## config.mk

```make
export PLATFORM = sky130hd
export DESIGN_NAME = pipe_ctrl
export DESIGN_NICKNAME = d
export VERILOG_FILES = /design/src/rtl/pipe_ctrl.sv
export SDC_FILE = /design/constraint.sdc
export NUM_CORES = 1
export LEC_CHECK = 0
export BUFFER_PORTS_ARGS = -buffer_cell sky130_fd_sc_hd__buf_2
export CAP_MARGIN = 20
export CORE_AREA = 2 2 78 80
export CTS_CLUSTER_DIAMETER = 60
export DETAILED_ROUTE_END_ITERATION = 10
export DIE_AREA = 0 0 80 82
export HOLD_SLACK_MARGIN = 0.02
export PLACE_DENSITY = 0.76
export SLEW_MARGIN = 25
export SYNTH_ARGS = -nofsm -noshare
export SYNTH_HDL_FRONTEND = slang
export SYNTH_SLANG_ARGS = --single-unit
```

## constraint.sdc

```tcl
create_clock -name clk -period 1.75 [get_ports clk]
set_input_delay 0.0875 -clock clk [delete_from_list [all_inputs] [get_ports clk]]
set_output_delay 0.0875 -clock clk [all_outputs]
set_load 0.02 [all_outputs]
```

## src/rtl/pipe_ctrl.sv

```systemverilog
// pipe_ctrl -- pipeline sequencer for the 5-stage RV32I core.
//
// Watches the ID and EX stages and produces every stall/flush control for
// pc_reg, if_id and id_ex:
//   * load-use hazard between decode sources and an EX-stage load -> 1 bubble
//   * taken branch/JAL from EX -> PC redirect, flush IF/ID and ID/EX, then
//     keep IF/ID flushed for FETCH_LAT more cycles (instruction ROM latency)
//   * external freeze (bus/debug) via hold_req_i / hold_ack_o
// Also counts the cycles in which the PC was held (saturating).
//
// Handshake: hold_req_i is a level held by the requester until it is done.
// hold_ack_o is registered and is high exactly while the pipeline is frozen;
// the requester may rely on a frozen pipeline only while hold_ack_o=1, and
// drops hold_req_i to release it. hold_ack_o falls at the edge that leaves
// the frozen state.
//
// Ports:
//   clk, rst_n        clock, asynchronous active-low reset
//   rs1/rs2_addr_i    decode-stage source registers (0 when unused)
//   ex_rd_addr_i      EX-stage destination, ex_reg_wen_i / ex_is_load_i flags
//   jump_en_i/addr_i  EX-stage taken branch/JAL and its target
//   hold_req_i        external freeze request
//   pc_load_o/addr_o  PC redirect strobe and target (addr is 0 when no load)
//   *_stall_o/*_flush_o  pipeline register controls
//   hold_ack_o        pipeline frozen
//   stall_cnt_o       cycles with pc_stall_o=1, saturating
module pipe_ctrl #(
  parameter int FETCH_LAT = 1,
  parameter int CNT_W     = 32
) (
  input  logic             clk,
  input  logic             rst_n,
  input  logic [4:0]       rs1_addr_i,
  input  logic [4:0]       rs2_addr_i,
  input  logic [4:0]       ex_rd_addr_i,
  input  logic             ex_reg_wen_i,
  input  logic             ex_is_load_i,
  input  logic             jump_en_i,
  input  logic [31:0]      jump_addr_i,
  input  logic             hold_req_i,
  output logic             pc_load_o,
  output logic [31:0]      pc_load_addr_o,
  output logic             pc_stall_o,
  output logic             if_id_stall_o,
  output logic             if_id_flush_o,
  output logic             id_ex_stall_o,
  output logic             id_ex_flush_o,
  output logic             hold_ack_o,
  output logic [CNT_W-1:0] stall_cnt_o
);

  typedef enum logic [1:0] {
    ST_RUN   = 2'd0,
    ST_FLUSH = 2'd1,
    ST_HOLD  = 2'd2
  } state_e;

  localparam logic [2:0]       FLUSH_INIT = 3'(FETCH_LAT);
  localparam logic [CNT_W-1:0] CNT_ONE    = CNT_W'(1);

  state_e           state_q, state_d;
  logic [2:0]       flush_cnt_q, flush_cnt_d;
  logic             hold_ack_q, hold_ack_d;
  logic [CNT_W-1:0] stall_cnt_q, stall_cnt_d;
  logic             load_use;

  // x0 is hardwired to zero, so a load targeting it can never hazard.
  assign load_use = ex_is_load_i & ex_reg_wen_i & (ex_rd_addr_i != 5'd0) &
                    ((ex_rd_addr_i == rs1_addr_i) | (ex_rd_addr_i == rs2_addr_i));

  always_comb begin
    state_d       = state_q;
    flush_cnt_d   = flush_cnt_q;
    pc_load_o     = 1'b0;
    pc_stall_o    = 1'b0;
    if_id_stall_o = 1'b0;
    if_id_flush_o = 1'b0;
    id_ex_stall_o = 1'b0;
    id_ex_flush_o = 1'b0;

    unique case (state_q)
      ST_RUN: begin
        if (jump_en_i) begin
          pc_load_o     = 1'b1;
          if_id_flush_o = 1'b1;
          id_ex_flush_o = 1'b1;
          if (FLUSH_INIT != 3'd0) begin
            state_d     = ST_FLUSH;
            flush_cnt_d = FLUSH_INIT;
          end
        end else if (hold_req_i) begin
          pc_stall_o    = 1'b1;
          if_id_stall_o = 1'b1;
          id_ex_stall_o = 1'b1;
          state_d       = ST_HOLD;
        end else if (load_use) begin
          // The bubble in ID/EX removes the load from EX next cycle, so the
          // condition clears by itself after exactly one cycle.
          pc_stall_o    = 1'b1;
          if_id_stall_o = 1'b1;
          id_ex_flush_o = 1'b1;
        end
      end

      ST_FLUSH: begin
        // Fetch results still in flight belong to the old path; discard them.
        // Load-use is not checked here and a pending hold waits for RUN.
        if_id_flush_o = 1'b1;
        if (jump_en_i) begin
          pc_load_o     = 1'b1;
          id_ex_flush_o = 1'b1;
          flush_cnt_d   = FLUSH_INIT;
        end else begin
          flush_cnt_d = flush_cnt_q - 3'd1;
          if (flush_cnt_q <= 3'd1) begin
            state_d = ST_RUN;
          end
        end
      end

      ST_HOLD: begin
        // EX is frozen, so jump_en_i and load-use cannot change here.
        pc_stall_o    = 1'b1;
        if_id_stall_o = 1'b1;
        id_ex_stall_o = 1'b1;
        if (!hold_req_i) begin
          state_d = ST_RUN;
        end
      end

      default: begin
        state_d     = ST_RUN;
        flush_cnt_d = 3'd0;
      end
    endcase
  end

  assign hold_ack_d = (state_d == ST_HOLD);

  always_comb begin
    stall_cnt_d = stall_cnt_q;
    if (pc_stall_o && (stall_cnt_q != {CNT_W{1'b1}})) begin
      stall_cnt_d = stall_cnt_q + CNT_ONE;
    end
  end

  always_ff @(posedge clk or negedge rst_n) begin
    if (!rst_n) begin
      state_q     <= ST_RUN;
      flush_cnt_q <= 3'd0;
      hold_ack_q  <= 1'b0;
      stall_cnt_q <= '0;
    end else begin
      state_q     <= state_d;
      flush_cnt_q <= flush_cnt_d;
      hold_ack_q  <= hold_ack_d;
      stall_cnt_q <= stall_cnt_d;
    end
  end

  assign pc_load_addr_o = pc_load_o ? jump_addr_i : 32'd0;
  assign hold_ack_o     = hold_ack_q;
  assign stall_cnt_o    = stall_cnt_q;

endmodule

```

==> results of run 1 <==
-- where the power goes --
part	total [W]	leakage (nW)	internal (W)	switching, W
logic	0.00108	1.38	0.000496	0.000580
clock network	0.000578	0.0450	0.000276	0.000302
registers	0.00106	0.498	0.000977	0.0000804
-- cells in the final DEF (no fill, tap or decap), types with 5 or more instances in the layout --
cell / n
and2_1: 33
and3_1: 7
and4_4: 5
buf_2: 121
buf_4: 54
buf_6: 7
clkbuf_8: 5
dfrtp_1: 27
dfrtp_2: 11
inv_1: 5
nand2_1: 7
nand3_1: 13
nand4_1: 12
nor2_1: 13
nor3_1: 5
xnor2_1: 27
xor2_1: 10
-- state kept, by name (all words and copies together) (netlist names) --
| name | flops |
|---|---|
| flush_cnt_q | 3 |
| stall_cnt_o | 32 |
| state_q | 2 |
| hold_ack_o | 1 |
-- synth_stat cells (all sizes together) --
cell	number
inv	5
and4	6
buf	8
nor3b	3
o31a	1
dfrtp	38
o211ai	1
mux2	1
o32ai	1
o22ai	2
nor2b	2
nor4	1
a22oi	1
a211oi	1
clkbuf	3
nand4b	1
xor2	10
nor2	13
or4	1
and2	33
or3	1
xnor2	31
nand3	21
nor3	7
and3	9
a22o	1
a21oi	3
o21bai	1
nand2	7
ha	2
nand4	13
-- logic make-up after synthesis --
kind of cell,count (synthesis)
simple gates,118
xor+xnor,41
buf+inv,16
mux,1
flops,38
compound gates,12
fa+ha+maj,2
-- final timing paths --
kind,slack (ns),startpoint,end,cells after the start
max,0.02,stall_cnt_o[31]$_DFFE_PN0P_,stall_cnt_o[6]$_DFFE_PN0P_,7
min,0.09,hold_req_i,hold_ack_o$_DFF_PN0_,2
max reg2reg,0.02,stall_cnt_o[31]$_DFFE_PN0P_,stall_cnt_o[6]$_DFFE_PN0P_,7
min reg2reg,0.50,stall_cnt_o[21]$_DFFE_PN0P_,stall_cnt_o[21]$_DFFE_PN0P_,1
max in group asynchronous,1.25,rst_n,stall_cnt_o[4]$_DFFE_PN0P_,3
min in group asynchronous,0.29,rst_n,stall_cnt_o[28]$_DFFE_PN0P_,3
-- per-layer routing --
layer,vias up,global-route usage
met5,-,0
met1,1089,0.228
met2,101,0.348
met3,8,0.0341
met4,0,0.0492
li1,1150,-
-- layout make-up --
class / instances / area, µm² / share of cell area
Tap cell: 75 / 93.8 / 0.0256
Sequential cell: 38 / 965 / 0.264
Clock inverter: 2 / 10.0 / 0.00274
Clock buffer: 6 / 72.6 / 0.0198
Multi-Input combinational cell: 174 / 1380 / 0.377
Timing Repair Buffer: 184 / 1120 / 0.306
Inverter: 5 / 18.8 / 0.00513
-- per-stage QoR --
stage	area [µm²]	hold WS, ns	total power, W	setup TNS (ns)
2_1_floorplan	2330	-0.208	0.00162	-0.334
6_report	3660	0.0907	0.00271	0
4_1_cts	3400	0.0854	0.00258	-0.00152
5_1_grt	3660	0.0869	0.00288	-0.811
3_5_place_dp	3270	0.0680	0.00200	-0.0285
3_3_place_gp	3270	0.0657	0.00198	0
-- what timing repair did --
item,in CTS,in global routing
endpoints found under the setup margin,4,23
resized for setup,1,33
gates cloned,1,0
pin swaps,4,17
endpoints found under the hold margin,38,0
hold buffers,1,0
setup buffers,4,14
==> reports/metrics.yaml, run 1 <==
floorplan:
  start_util: 0.401
  dieArea_um2: 6560
  num_rows: 28
  core_area_um2: 5750
  io-pin-count: 124
  die_w_um: 80
  die_height_um: 82
timing:
  rsz0062_at_grt: "yes"
  tightest_slew_ns: 0.362
  layout_setup_ws_ns: 0.0238
  final_hold_viol_count: 0
  drv_slew: 0
  max_freq_mhz: 579
  setup_viol: 0
  finalCriticalPeriod_ns: 1.73
  clock_skew_ns: 0.0127
  min_period_over_period: 0.986
  slew_headroom: 0.759
placement:
  dp_cells: 456
  gp_congestion: 0.822
  dpl_worst_slack_ns: -0.0161
  io_buffer_count: 123
  dpl.hpwl_um: 4460
critical_path:
  cp_common_cell: "buf_4"
  critPathKind: "reg -> reg"
  slowest_stage: "dfrtp_1"
  worstSetupEndpointType: "flip-flop"
  cp-start-kind: "flip-flop"
  cpLargestDelayFamily: "simple AND/OR/NAND/NOR gates"
  arrival_ns: 1.93
  worstPathCellList: "nand3_1, nor3_4, nand4b_4, buf_4, buf_4, nand4_1, xnor2_2"
  worstPathMaxFanout: 6
  critPathBufInv: 2
  cp_slowest_stage_delay_ns: 0.41
  crit_required_ns: 1.95
synth:
  synth_xor_area_frac: 0.156
  synth_area_um2: 2310
  syn-mean-instance-area_um2: 10.1
  yosys-top-cells-area: "dfrtp_1 (41%), xnor2_1 (12%), and2_1 (9.0%)"
  synth_fa_ha_area_frac: 0.0109
  yosysWarnings: 0
  synth_compound_area_frac: 0.0488
  synth_top_area_frac: 0.412
  synth-simple-area-share: 0.320
  synth_top_area_cell: "dfrtp_1"
  synth_nets: 283
  synth_top_family_by_area: "simple AND/OR/NAND/NOR gates"
  synthCells: 228
  yosysSeqAreaShare: 0.412
  synth.mux.area_fraction: 0.00488
  ys_ff_latch: 38
  ys_types: 39
routing:
  wl_um: 6510
  drt-initial-drc-count: 56
  firstDrtPassIters: 4
  drc: 0
  wl_per_cell_um: 13.5
  wl_met3_um: 342
  wl_met2_um: 3520
  met1_length_um: 2540
  via_per_inst: 4.85
  final_antenna_net_count: 0
  via_count: 2348
  highest_layer: "met4"
global_routing:
  grt_usage: 0.189
  grt_pass1_wl_um: 10000
  grt_pass1_vias: 2229
  antenna_found_initial: 0
  grt_max_degree: 39
  grt_overflow: 0
run_status:
  outcome: "complete, no violations"
clock_network:
  cts_buffers: 5
  cts.sinks: 38
  path_clk_slew_ns: 0.07
  ctsHtreeMaxLevel: 2
  clk_path_buf_depth: 2
  clk_latency_ns: 0.29
  cts_root_buf: "clkbuf_8"
  cts_tree: "done"
power_and_ir_drop:
  p_leak_nw: 1.92
  ir_drop_mv: 0.411
  powerDensity_nw_per_um2: 741
layout:
  nets: 463
  areaGrowthSynthToFinish_pct: 58.7
  nFillCells: 455
  post-route-util: 0.637
  antenna_cells: 0
  drive_above_1_share: 0.567
  fin_cells: 484
flow_run:
  timing.max_cap.violations: 0
hold_path:
  hp-class: "in -> reg"
(Power assumes the default switching activity.)
==> inputs of run 2 (changes only) <==
--- a/config.mk
+++ b/config.mk
@@ -12,7 +12,9 @@
 export DETAILED_ROUTE_END_ITERATION = 10
 export DIE_AREA = 0 0 80 82
 export HOLD_SLACK_MARGIN = 0.02
+export MAX_ROUTING_LAYER = met4
 export PLACE_DENSITY = 0.76
+export SETUP_SLACK_MARGIN = 0.05
 export SLEW_MARGIN = 25
 export SYNTH_ARGS = -nofsm -noshare
 export SYNTH_HDL_FRONTEND = slang
==> run 2 against run 1 <==
Cell count is 1.4% lower. Highest routed layer unchanged. Hold slack better by 0.013 ns. Critical endpoint is now stall_cnt_o[24]$_DFFE_PN0P_. Combinational power increased by 7%. Sequential power hardly changed. First-iteration DRC count rose by 5.4%. Largest cell class unchanged.
==> reports/metrics.yaml, run 2 (synthesis gave the netlist of run 1 again) <==
layout:
  drive_above_1_share: 0.552  # was 0.567
  regArea_um2: 967  # was 965 µm²
  final_area_um2: 3640  # was 3660 µm²
  nFillCells: 476  # was 455
  nets: 456  # was 463
  multi_input_area_um2: 1340  # was 1380 µm²
  areaGrowthSynthToFinish_pct: 58.0  # was 58.7%
  antenna_cells: 0  # unchanged
  final_common_cell: "buf_2"  # unchanged
  post-route-util: 0.634  # was 0.637
  final_cell_mix: "buf_2 (121), buf_4 (43), and2_1 (33), xnor2_1 (30), dfrtp_1 (25)"  # was buf_2 (121), buf_4 (54), and2_1 (33), xnor2_1 (27), dfrtp_1 (27)
  largest_reg_flops: 32  # unchanged
timing:
  tightest_slew_ns: 0.399  # was 0.362 ns
  min_period_over_period: 0.968  # was 0.986
  final_hold_viol_count: 0  # unchanged
  max_freq_mhz: 590  # was 579 MHz
  rsz0062_at_grt: "yes"  # unchanged
  fin_hold_ws_ns: 0.103  # was 0.0907 ns
  slew_headroom: 0.734  # was 0.759
  finalCriticalPeriod_ns: 1.69  # was 1.73 ns
  clock_skew_ns: 0.00901  # was 0.0127 ns
  drv_slew: 0  # unchanged
  finalSetupTns_ns: 0  # unchanged
  setup_viol: 0  # unchanged
  layout_setup_ws_ns: 0.0560  # was 0.0238 ns
floorplan:
  io-pin-count: 124  # unchanged
  die_height_um: 82  # unchanged
  die_w_um: 80  # unchanged
  core_area_um2: 5750  # unchanged
  dieArea_um2: 6560  # unchanged
  num_rows: 28  # unchanged
  start_util: 0.401  # unchanged
critical_path:
  rr_endpoint: "stall_cnt_o[24]$_DFFE_PN0P_"  # was stall_cnt_o[6]$_DFFE_PN0P_
  slowest_stage: "dfrtp_1"  # unchanged
  worstPathCellList: "or3_4, o21bai_4, bufbuf_16, nand4_2, xnor2_1"  # was nand3_1, nor3_4, nand4b_4, buf_4, buf_4, nand4_1, xnor2_2
  rrSetupSlack_ns: 0.06  # was 0.02 ns
  worst_r2r_path_depth: 5  # was 7
  worstPathMaxFanout: 10  # was 6
  arrival_ns: 1.88  # was 1.93 ns
  cp_slowest_stage_delay_ns: 0.42  # was 0.41 ns
  crit_required_ns: 1.93  # was 1.95 ns
  cp-start-kind: "flip-flop"  # unchanged
  crit_path_start: "state_q[0]$_DFF_PN0_"  # was stall_cnt_o[31]$_DFFE_PN0P_
  timing.rr.start: "state_q[0]$_DFF_PN0_"  # was stall_cnt_o[31]$_DFFE_PN0P_
  critPathCapture: "stall_cnt_o[24]$_DFFE_PN0P_"  # was stall_cnt_o[6]$_DFFE_PN0P_
  worstSetupEndpointType: "flip-flop"  # unchanged
  critPathKind: "reg -> reg"  # unchanged
global_routing:
  grt_overflow: 0  # unchanged
  grt_usage: 0.195  # was 0.189
  grt_max_degree: 39  # unchanged
  grt_pass1_vias: 2142  # was 2,229
  antenna_found_initial: 0  # unchanged
  grt_pass1_wl_um: 9670  # was 10,000 µm
placement:
  io_buffer_count: 123  # unchanged
  dpl_worst_slack_ns: -0.0112  # was -0.0161 ns
  dpl.hpwl_um: 4620  # was 4460 µm
  placed_cell_area_um2: 3280  # was 3270 µm²
  gp_congestion: 0.839  # was 0.822
power_and_ir_drop:
  p_leak_nw: 1.88  # was 1.92 nW
  ir_drop_mv: 0.441  # was 0.411 mV
  powerDensity_nw_per_um2: 783  # was 741 nW/µm²
routing:
  wl_um: 6430  # was 6510 µm
  via_per_inst: 4.91  # was 4.85
  drt-initial-drc-count: 59  # was 56
  via_count: 2342  # was 2,348
  firstDrtPassIters: 4  # unchanged
  wl_per_cell_um: 13.5  # about the same
  final_antenna_net_count: 0  # unchanged
  drc: 0  # unchanged
run_status:
  outcome: "complete, no violations"  # unchanged
flow_run:
  timing.max_cap.violations: 0  # unchanged
clock_network:
  ctsHtreeMaxLevel: 2  # unchanged
  path_clk_slew_ns: 0.07  # about the same
  clk_path_buf_depth: 2  # unchanged
  cts_root_buf: "clkbuf_8"  # unchanged
  cts.sinks: 38  # unchanged
  cts_tree: "done"  # unchanged
  clk_latency_ns: 0.30  # was 0.29 ns
  cts_buffers: 5  # unchanged
hold_path:
  hp-class: "in -> reg"  # unchanged
-- run 2: cell count changes in the layout (fill, tap and decap cells not counted), moves of 2 or more --
cell	delta
dfrtp_1	-2
nand3_4	-3
dfrtp_2	+2
nand3_1	+2
xnor2_2	-3
xnor2_1	+3
buf_4	-11
-- run 2: worst max-delay path, delay by kind of cell, from the launching register on --
kind / cells / cell delay, ns
AO/OA/AOI/OAI: 1 / 0.19
buffers and inverters: 1 / 0.31
XOR/XNOR: 1 / 0.15
AND/OR/NAND/NOR: 2 / 0.51
flip-flops: 1 / 0.42
-- run 2: worst min-delay path by stage --
stage,cells after the start,to,from
CTS,2,hold_ack_o$_DFF_PN0_,hold_req_i
floorplan,0,flush_cnt_q[0]$_DFFE_PN0P_,rst_n
global route,2,hold_ack_o$_DFF_PN0_,hold_req_i
detailed placement,2,stall_cnt_o[26]$_DFFE_PN0P_,rst_n
finish,2,hold_ack_o$_DFF_PN0_,hold_req_i
global placement,2,stall_cnt_o[28]$_DFFE_PN0P_,rst_n
-- run 2: area by class of cell --
class / count / area share
multi-input cells: 174 / 0.368
repair buffers: 177 / 0.310
clock buffers: 7 / 0.0237
flip-flops and latches: 38 / 0.265
well taps: 75 / 0.0258
inverters: 5 / 0.00515
clock inverters: 1 / 0.00137
-- run 2: power breakdown --
part	switching, W	internal (W)	total [W]
logic	0.000596	0.000562	0.00116
registers	0.0000861	0.000980	0.00107
clock network	0.000313	0.000318	0.000631
-- run 2: layer usage --
layer,global-route usage,vias to the layer above,part of all wire
li1,-,1132,-
met5,-,-,0
met4,0.0627,0,0.014
met2,0.355,82,0.53
met3,0.0385,7,0.050
met1,0.215,1121,0.40
-- run 2: timing repair --
item,CTS,global route
endpoints found under the setup margin,11,62
hold buffers,1,0
pin swaps,3,21
gates cloned,1,1
endpoints found under the hold margin,38,0
buffers inserted,4,7
gates resized for setup,8,19
-- run 2: stage by stage --
step	std cells	total power [W]
after floorplan	228	0.00162
after global placement	455	0.00201
after detailed placement	455	0.00204
after CTS	469	0.00277
after global routing	477	0.00301
final	477	0.00285
